===== config.mk =====
export PLATFORM = sky130hd
export DESIGN_NAME = uart_mmio_tx
export DESIGN_NICKNAME = d
export VERILOG_FILES = /design/src/rtl/uart_pkg.sv /design/src/rtl/sync_fifo.sv /design/src/rtl/uart_mmio_tx.sv
export SDC_FILE = /design/constraint.sdc
export NUM_CORES = 1
export LEC_CHECK = 0
export CAP_MARGIN = 20
export CORE_ASPECT_RATIO = 0.7
export CORE_MARGIN = 2
export CORE_UTILIZATION = 63
export CTS_CLUSTER_SIZE = 30
export DETAILED_ROUTE_END_ITERATION = 12
export PLACE_DENSITY_LB_ADDON = 0.3
export SYNTH_ARGS = -nofsm -noshare
export SYNTH_HDL_FRONTEND = slang
export SYNTH_SLANG_ARGS = --single-unit

===== constraint.sdc =====
create_clock -name clk -period 9.5 [get_ports clk]
set_clock_uncertainty 0.05 [all_clocks]
set_input_delay 1.9 -clock clk [delete_from_list [all_inputs] [get_ports clk]]
set_output_delay 1.9 -clock clk [all_outputs]
set_load 0.05 [all_outputs]

===== src/rtl/uart_pkg.sv =====
// Shared types and helpers for the MMIO UART transmitter: FSM state encoding,
// parity-mode constants and width/parity helper functions.
package uart_pkg;

  typedef enum logic [2:0] {
    IDLE   = 3'd0,
    START  = 3'd1,
    DATA   = 3'd2,
    PARITY = 3'd3,
    STOP   = 3'd4
  } tx_state_t;

  localparam int PAR_NONE = 0;
  localparam int PAR_EVEN = 1;
  localparam int PAR_ODD  = 2;

  localparam int MAX_DATA_BITS = 9;

  function automatic int ptr_width(input int depth);
    return (depth > 1) ? $clog2(depth) : 1;
  endfunction

  function automatic int count_width(input int depth);
    return $clog2(depth) + 1;
  endfunction

  // Payload is zero-extended to MAX_DATA_BITS, which leaves the XOR unchanged.
  function automatic logic parity_bit(input logic [MAX_DATA_BITS-1:0] data, input int mode);
    logic p;
    p = ^data;
    if (mode == PAR_ODD) begin
      return ~p;
    end else begin
      return p;
    end
  endfunction

endpackage


===== src/rtl/sync_fifo.sv =====
// Single-clock FIFO with registered occupancy flags; a push into a full FIFO
// is accepted only when a pop happens in the same cycle.
module sync_fifo
  import uart_pkg::*;
#(
  parameter int WIDTH = 8,
  parameter int DEPTH = 16
) (
  input  logic                     clk,
  input  logic                     rst,
  input  logic                     push,
  input  logic                     pop,
  input  logic [WIDTH-1:0]         wr_data,
  output logic [WIDTH-1:0]         rd_data,
  output logic                     full,
  output logic                     empty,
  output logic [$clog2(DEPTH):0]   count
);

  localparam int PTR_W = ptr_width(DEPTH);
  localparam int CNT_W = count_width(DEPTH);

  logic [WIDTH-1:0] mem_r [DEPTH];
  logic [PTR_W-1:0] wr_ptr_r;
  logic [PTR_W-1:0] rd_ptr_r;
  logic [CNT_W-1:0] count_r;
  logic [CNT_W-1:0] count_next_s;
  logic             full_r;
  logic             empty_r;
  logic             do_push_s;
  logic             do_pop_s;

  assign do_pop_s  = pop && !empty_r;
  assign do_push_s = push && (!full_r || do_pop_s);

  // Occupancy after this edge
  always_comb begin
    count_next_s = count_r;
    case ({do_push_s, do_pop_s})
      2'b10:   count_next_s = count_r + CNT_W'(1);
      2'b01:   count_next_s = count_r - CNT_W'(1);
      default: count_next_s = count_r;
    endcase
  end

  // Pointers and registered flags
  always_ff @(posedge clk) begin
    if (rst) begin
      wr_ptr_r <= '0;
      rd_ptr_r <= '0;
      count_r  <= '0;
      full_r   <= 1'b0;
      empty_r  <= 1'b1;
    end else begin
      if (do_push_s) begin
        wr_ptr_r <= wr_ptr_r + PTR_W'(1);
      end
      if (do_pop_s) begin
        rd_ptr_r <= rd_ptr_r + PTR_W'(1);
      end
      count_r <= count_next_s;
      full_r  <= (count_next_s == CNT_W'(DEPTH));
      empty_r <= (count_next_s == CNT_W'(0));
    end
  end

  // Storage array
  always_ff @(posedge clk) begin
    if (do_push_s) begin
      mem_r[wr_ptr_r] <= wr_data;
    end
  end

  assign rd_data = mem_r[rd_ptr_r];
  assign full    = full_r;
  assign empty   = empty_r;
  assign count   = count_r;

endmodule


===== src/rtl/uart_mmio_tx.sv =====
// MMIO UART transmitter: buffers store-strobe data in a FIFO and serialises
// frames (start, LSB-first data, optional parity, stop bits) onto tx.
module uart_mmio_tx
  import uart_pkg::*;
#(
  parameter int CLKS_PER_BIT = 868,
  parameter int DATA_BITS    = 8,
  parameter int FIFO_DEPTH   = 16,
  parameter int PARITY       = 0,
  parameter int STOP_BITS    = 1
) (
  input  logic                          clk,
  input  logic                          Rst,
  input  logic                          mmio_wea,
  input  logic [31:0]                   mmio_dat,
  input  logic                          clr_ovf,
  output logic                          tx,
  output logic                          mmio_read,
  output logic                          tx_busy,
  output logic                          fifo_full,
  output logic                          fifo_empty,
  output logic [$clog2(FIFO_DEPTH):0]   fifo_count,
  output logic                          ovf
);

  localparam int BAUD_W = $clog2(CLKS_PER_BIT);
  localparam int BIT_W  = $clog2(DATA_BITS);
  localparam logic [BAUD_W-1:0] BAUD_LAST = BAUD_W'(CLKS_PER_BIT - 1);
  localparam logic [BIT_W-1:0]  BIT_LAST  = BIT_W'(DATA_BITS - 1);
  localparam logic              STOP_LAST = 1'(STOP_BITS - 1);

  tx_state_t             state_r;
  tx_state_t             next_state_s;
  logic [BAUD_W-1:0]     baud_cnt_r;
  logic [BIT_W-1:0]      bit_idx_r;
  logic                  stop_idx_r;
  logic [DATA_BITS-1:0]  shift_r;
  logic [DATA_BITS-1:0]  shift_next_s;
  logic                  parity_r;
  logic                  parity_next_s;
  logic                  tx_r;
  logic                  tx_next_s;
  logic                  read_r;
  logic                  busy_r;
  logic                  ovf_r;
  logic                  baud_tc_s;
  logic                  pop_s;
  logic                  drop_s;
  logic                  full_s;
  logic                  empty_s;
  logic [DATA_BITS-1:0]  rd_data_s;
  logic                  unused_s;

  assign unused_s  = ^mmio_dat[31:DATA_BITS];
  assign baud_tc_s = (baud_cnt_r == BAUD_LAST);
  assign drop_s    = mmio_wea && full_s && !pop_s;

  sync_fifo #(
    .WIDTH (DATA_BITS),
    .DEPTH (FIFO_DEPTH)
  ) u_fifo (
    .clk     (clk),
    .rst     (Rst),
    .push    (mmio_wea),
    .pop     (pop_s),
    .wr_data (mmio_dat[DATA_BITS-1:0]),
    .rd_data (rd_data_s),
    .full    (full_s),
    .empty   (empty_s),
    .count   (fifo_count)
  );

  // Next-state and pop decision
  always_comb begin
    next_state_s = state_r;
    pop_s        = 1'b0;
    case (state_r)
      IDLE: begin
        if (!empty_s) begin
          next_state_s = START;
          pop_s        = 1'b1;
        end else begin
          next_state_s = IDLE;
        end
      end
      START: begin
        if (baud_tc_s) next_state_s = DATA;
        else           next_state_s = START;
      end
      DATA: begin
        if (baud_tc_s && (bit_idx_r == BIT_LAST)) begin
          if (PARITY != PAR_NONE) next_state_s = uart_pkg::PARITY;
          else                    next_state_s = STOP;
        end else begin
          next_state_s = DATA;
        end
      end
      uart_pkg::PARITY: begin
        if (baud_tc_s) next_state_s = STOP;
        else           next_state_s = uart_pkg::PARITY;
      end
      STOP: begin
        // Pop straight into the next start bit so queued frames run back-to-back.
        if (baud_tc_s && (stop_idx_r == STOP_LAST)) begin
          if (!empty_s) begin
            next_state_s = START;
            pop_s        = 1'b1;
          end else begin
            next_state_s = IDLE;
          end
        end else begin
          next_state_s = STOP;
        end
      end
      default: begin
        next_state_s = IDLE;
        pop_s        = 1'b0;
      end
    endcase
  end

  // Shifter, parity and line value for the post-edge state
  always_comb begin
    shift_next_s  = shift_r;
    parity_next_s = parity_r;
    tx_next_s     = 1'b1;
    if (pop_s) begin
      shift_next_s  = rd_data_s;
      parity_next_s = parity_bit(MAX_DATA_BITS'(rd_data_s), PARITY);
    end else if ((state_r == DATA) && baud_tc_s) begin
      shift_next_s = {1'b0, shift_r[DATA_BITS-1:1]};
    end else begin
      shift_next_s = shift_r;
    end
    case (next_state_s)
      IDLE:             tx_next_s = 1'b1;
      START:            tx_next_s = 1'b0;
      DATA:             tx_next_s = shift_next_s[0];
      uart_pkg::PARITY: tx_next_s = parity_next_s;
      STOP:             tx_next_s = 1'b1;
      default:          tx_next_s = 1'b1;
    endcase
  end

  // State, baud counter and bit/stop indices
  always_ff @(posedge clk) begin
    if (Rst) begin
      state_r    <= IDLE;
      baud_cnt_r <= '0;
      bit_idx_r  <= '0;
      stop_idx_r <= 1'b0;
    end else begin
      state_r <= next_state_s;
      if ((state_r == IDLE) || baud_tc_s) baud_cnt_r <= '0;
      else                                baud_cnt_r <= baud_cnt_r + BAUD_W'(1);
      if ((state_r != DATA) || (baud_tc_s && (bit_idx_r == BIT_LAST))) bit_idx_r <= '0;
      else if (baud_tc_s)                                               bit_idx_r <= bit_idx_r + BIT_W'(1);
      if ((state_r != STOP) || (baud_tc_s && (stop_idx_r == STOP_LAST))) stop_idx_r <= 1'b0;
      else if (baud_tc_s)                                                 stop_idx_r <= 1'b1;
    end
  end

  // Registered datapath and outputs
  always_ff @(posedge clk) begin
    if (Rst) begin
      shift_r  <= '0;
      parity_r <= 1'b0;
      tx_r     <= 1'b1;
      read_r   <= 1'b0;
      busy_r   <= 1'b0;
    end else begin
      shift_r  <= shift_next_s;
      parity_r <= parity_next_s;
      tx_r     <= tx_next_s;
      read_r   <= pop_s;
      busy_r   <= (next_state_s != IDLE);
    end
  end

  // Sticky overflow; a drop wins over a same-cycle clear
  always_ff @(posedge clk) begin
    if (Rst)          ovf_r <= 1'b0;
    else if (drop_s)  ovf_r <= 1'b1;
    else if (clr_ovf) ovf_r <= 1'b0;
    else              ovf_r <= ovf_r;
  end

  assign tx         = tx_r;
  assign mmio_read  = read_r;
  assign tx_busy    = busy_r;
  assign fifo_full  = full_s;
  assign fifo_empty = empty_s;
  assign ovf        = ovf_r;

endmodule


Word-level counts from Yosys, hierarchy flattened
Memory sizes are Yosys's and may differ from the RTL's. A register that Yosys moved wholly into a read port is not among the register bits.
Cells that the tools add are included.
{"block": "totals", "regBits": 45, "ramBits": 128, "inputBits": 36, "output_inout_bits": 11, "word_cells": 81, "n_memories": 1}
{"memory": "u_fifo.mem_r", "depth": 16, "word_bits": 8, "rd": 1, "rd_ports_with_merged_regs": 1, "wr": 1, "line": "sync_fifo.sv:23", "source": "logic [WIDTH-1:0] mem_r [DEPTH];"}
{"block": "classes", "add_sub_neg": 6, "eq_ne": 14, "muxes": 20, "n_bitwise": 1, "reduce_logical": 23}
{"cell": "8-bit two-way mux", "n": 2}
{"cell": "3-bit case mux with 5 select lines", "n": 1}
{"cell": "3-bit by 2-bit equality test with 1-bit output (second input constant)", "n": 4}
{"cell": "10-bit by 1-bit adder with 10-bit output (second input constant)", "n": 1}
{"cell": "10-bit equality test (second input constant)", "n": 1}
{"cell": "5-bit case mux with 2 select lines", "n": 1}
{"cell": "3-bit two-way mux", "n": 3}
{"cell": "9-bit XOR reduction", "n": 1}
{"cell": "4-bit by 1-bit adder with 4-bit output (second input constant)", "n": 2}
{"cell": "1-bit two-way mux", "n": 8}
{"cell": "4-bit two-way mux", "n": 2}
{"cell": "1-bit logical AND", "n": 7}
{"cell": "3-bit by 1-bit equality test with 1-bit output (second input constant)", "n": 2}
{"cell": "3-bit equality test (second input constant)", "n": 2}
{"cell": "2-bit OR reduction", "n": 3}
{"cell": "5-bit by 1-bit adder with 5-bit output (second input constant)", "n": 1}
{"cell": "5-bit equality test (second input constant)", "n": 1}
{"cell": "5-bit zero test", "n": 1}
{"cell": "5-bit by 1-bit subtractor with 5-bit output (second input constant)", "n": 1}
{"cell": "1-bit logical OR", "n": 4}
{"cell": "2-bit nonzero test", "n": 2}
{"cell": "3-bit by 1-bit adder with 3-bit output (second input constant)", "n": 1}
{"cell": "1-bit zero test", "n": 3}
{"cell": "3-bit zero test", "n": 1}
{"cell": "9 further kinds", "n": 9}

Longest topological paths before layout
{"block": "depth", "depth_word": 10, "mapped_depth": 17, "depth_no_buf": 16}

Cells and area by module
A second synthesis with hierarchy kept.
{"block": "unflattened", "hier_cells": 444, "area_unflattened_um2": 7329.5}
{"mod": "sync_fifo", "n_inst": 1, "cells_per_inst": 297, "area_each_um2": 5908.2, "seq_area_each_um2": 4224.1}
{"mod": "uart_mmio_tx", "n_inst": 1, "cells_per_inst": 147, "area_each_um2": 1421.4, "seq_area_each_um2": 600.6}

Worst setup path after synthesis
Ideal clock, no wire load.
{"block": "synth_timing", "kind": "input to register", "startpoint": "in mmio_wea", "endpoint": "reg u_fifo.empty_r, in the netlist u_fifo.empty", "setup_ns": 0.070, "arrival_ns": 3.803, "t_required_ns": 9.380, "slack_ns": 5.577, "path_stages": 12, "n_path_buf": 0, "path_cell_list": "a21boi_2 inv_1 ha_1 xor2_1 ha_1 nor4bb_1 a21oi_1 o21a_1 nor2_1 xnor2_1 nor2_1 a21oi_1"}
{"block": "synth_via", "elab_chain_cells": 4, "word_cells_on_any_way": 5, "cone_classes": "eq/ne (2); mux (1); reduce/logical (2)"}
{"element": "start: declaration", "line": "uart_mmio_tx.sv:14", "source": "input logic mmio_wea,"}
{"element": "1-bit logical AND (*)", "line": "sync_fifo.sv:34", "source": "assign do_push_s = push && (!full_r || do_pop_s);"}
{"element": "2-bit by 1-bit equality test with 1-bit output / 2-bit equality test (equally long branches)", "line": "sync_fifo.sv:39", "source": "case ({do_push_s, do_pop_s})"}
{"element": "5-bit case mux with 2 select lines (*)", "line": "sync_fifo.sv:39"}
{"element": "5-bit zero test (*)", "line": "sync_fifo.sv:63", "source": "empty_r <= (count_next_s == CNT_W'(0));"}
{"element": "end signal: assignment", "line": "sync_fifo.sv:63"}
{"element": "end: declaration", "line": "sync_fifo.sv:29", "source": "logic empty_r;"}
Every way passes the cells marked *; elsewhere a longest branch is shown, timed or not.
A chain may end at the register's enable or synchronous reset.

Worst setup path in the final report
Same ends and word-level chain as after synthesis.

==> results.json <==
{
  "worstHoldPathType": "flip-flop to flip-flop",
  "diodes": 0,
  "r2r_end": "u_fifo.empty",
  "regArea_um2": 4830,
  "cts_buffer_depth": 2,
  "path_clk_slew_ns": 0.07,
  "grt_use_total_pct": 23.3,
  "synth.area.top_cells": "edfxtp_1, dfxtp_1, mux4_2",
  "vdd_drop_max_mv": 0.293,
  "antenna_found_initial": 0,
  "hold_buffers": 0,
  "remaining_drc_errors": 0,
  "initial_core_util_pct": 64.7,
  "fillCellCount": 695,
  "critPathRequiredTime_ns": 9.81,
  "grt_start_max_net_pins": 33,
  "clock_sinks": 177,
  "grt-ovfl-total": 0,
  "synthDistinctLibCells": 45,
  "endpoint_kind": "flip-flop",
  "powerDensity_nw_per_um2": 257,
  "whs_ns": 0.392,
  "area_delta_synth_final_pct": 12.9,
  "hpwl_um": 8470,
  "yosysWarnings": 0,
  "cts-root-buf": "clkbuf_16",
  "grt_pass1_vias": 3736,
  "setup_tns_ns": 0,
  "final_hold_viol_count": 0,
  "hp-start": "stop_idx_r",
  "dp_cells": 616,
  "first_pass_iters": 5,
  "die-area_um2": 12200,
  "layout-drive-gt1-share_pct": 12.1,
  "utilization_pct": 73.0,
  "min_to": "stop_idx_r",
  "r2r_setup_slack_ns": 5.69,
  "grt_pass1_wl_um": 20700,
  "avgSynthCellArea_um2": 15.5,
  "post_cts_buffers": 0,
  "coreArea_um2": 11100,
  "synth_edf_count": 128,
  "rr_worst_depth": 16,
  "drv_cap": 0,
  "via_per_inst": 6.01,
  "synth_top_cell_by_area": "edfxtp_1",
  "tightest_slew_ns": 0.844,
  "fmax_mhz": 235,
  "synth_top_area_share_pct": 53.8,
  "ctsHtreeMaxLevel": 4,
  "gp_congestion": 0.885,
  "status": "finished clean",
  "routed_wl_um": 13400,
  "portBuffers": 22,
  "cts_repair_resize_count": 0,
  "fin_crit_ns": 4.26,
  "critPathArrivalTime_ns": 4.57,
  "leakage_nw": 2.72,
  "rsz0062_at_grt": "no",
  "synthTopCellsByCount": "edfxtp_1, nor2_1, dfxtp_1, nand2_1, mux4_2",
  "drv_slew": 0,
  "multiInputGateArea_um2": 2170,
  "syn-num-nets": 507,
  "setup_viol": 0,
  "num_vias": 3907,
  "ys_ff_latch": 177,
  "crit_path_max_fanout": 9,
  "rows": 32,
  "hold_depth": 2,
  "dieHeight_um": 93.1,
  "async_flop_share_pct": 0,
  "slew_headroom_pct": 43.5,
  "total_power_w": 0.00208,
  "yosysMostFrequentCell": "edfxtp_1",
  "clkLatencyLatePin_ns": 0.43,
  "wl_per_cell_um": 20.6,
  "seq_area_frac_synth_pct": 67.5,
  "ys.flop_type": "edfxtp_1",
  "ant_nets": 0,
  "drtIter0Drc": 393,
  "cts_buffers": 17,
  "ioPinCount": 47,
  "period_share_pct": 44.9,
  "cts_tree": "done",
  "fin_nets": 531,
  "synth_area_um2": 7150,
  "criticalPathCategory": "input pin to flip-flop",
  "netlist_instances": 460,
  "r2r_start": "baud_cnt_r[0]",
  "start_kind": "input pin",
  "fp.dieW_um": 131,
  "final_cells": 650
}
-- report_power, final --
group | internal [W] | leakage (nW) | total (W) | switching [W]
sequential | 0.000879 | 1.56 | 0.000937 | 0.0000577
clock | 0.000367 | 0.275 | 0.000654 | 0.000287
combinational | 0.000227 | 0.888 | 0.000486 | 0.000259
-- worst max path at each step --
stage                     slack, ns            to  cells after the start  startpoint
final                          5.24  u_fifo.empty                     13    mmio_wea
after global routing           4.99  u_fifo.empty                     13    mmio_wea
after CTS                      5.21  u_fifo.empty                     13    mmio_wea
after detailed placement       4.78  u_fifo.empty                     13    mmio_wea
after global placement         4.81  u_fifo.empty                     13    mmio_wea
after floorplan                5.58  u_fifo.empty                     12    mmio_wea
-- kinds of logic after synthesis --
logic type | count (synthesis) | share of synthesized area (%)
xor gates and xnor gates | 27 | 3.31
and+or+nand+nor | 127 | 8.54
DFF | 177 | 67.5
muxes | 41 | 12.0
adders and majority gates | 11 | 1.93
AOI/OAI and AO/OA | 48 | 4.64
buffers and inverters | 29 | 2.14
-- sequential cells by signal, summed over array words and instances, names as in the netlist, named ones only --
| signal | flops |
|---|---|
| u_fifo.mem_r | 128 |
| baud_cnt_r | 10 |
| shift_r | 8 |
| u_fifo.count | 5 |
| u_fifo.rd_ptr_r | 4 |
| u_fifo.wr_ptr_r | 4 |
| bit_idx_r | 3 |
| state_r | 3 |
| mmio_read | 1 |
| ovf | 1 |
| parity_r | 1 |
| stop_idx_r | 1 |
| tx | 1 |
| tx_busy | 1 |
| u_fifo.empty | 1 |
| u_fifo.full | 1 |
-- cell type report --
cell class | count | area share (%)
clock buffer | 22 | 6.03
timing repair buffer | 28 | 3.69
tap | 153 | 2.37
clock inverter | 10 | 0.899
multi-input combinational | 254 | 26.9
inverter | 6 | 0.279
sequential | 177 | 59.8
-- worst max-delay path, stage by stage --
cell	delay [ns]
clkdlybuf4s50_1	0.47
a21boi_2	0.37
inv_1	0.13
ha_1	0.30
xor2_1	0.19
ha_1	0.23
nor4bb_1	0.28
a21oi_1	0.07
o21a_1	0.17
nor2_1	0.13
xnor2_1	0.15
nor2_1	0.07
a21oi_1	0.10
-- placed cells by master (no fill, tap or decap), drive strengths merged, types with 11 or more instances in the layout --
master         netlist  layout
ha                  11      11
dfxtp               49      49
mux4                32      32
clkbuf              10      22
xnor2               15      15
edfxtp             128     128
nand2               21      21
clkdlybuf4s50        0      22
a21oi               11      11
a22oi               16      16
xor2                12      12
nor2                58      58
-- layer usage --
metal	vias up	global-route usage, %	part of all wire [%]
li1	1812	-	-
met1	1933	34.2	46
met2	144	34.9	46
met3	18	6.07	6.4
met4	0	6.79	1.1
met5	-	0	0
-- metrics by stage --
step | area (um^2) | setup slack (ns)
2_1_floorplan | 7150 | 5.58
3_3_place_gp | 7460 | 4.81
3_5_place_dp | 7460 | 4.78
4_1_cts | 8020 | 5.21
5_1_grt | 8070 | 4.99
6_report | 8070 | 5.24
(Power assumes the default switching activity.)
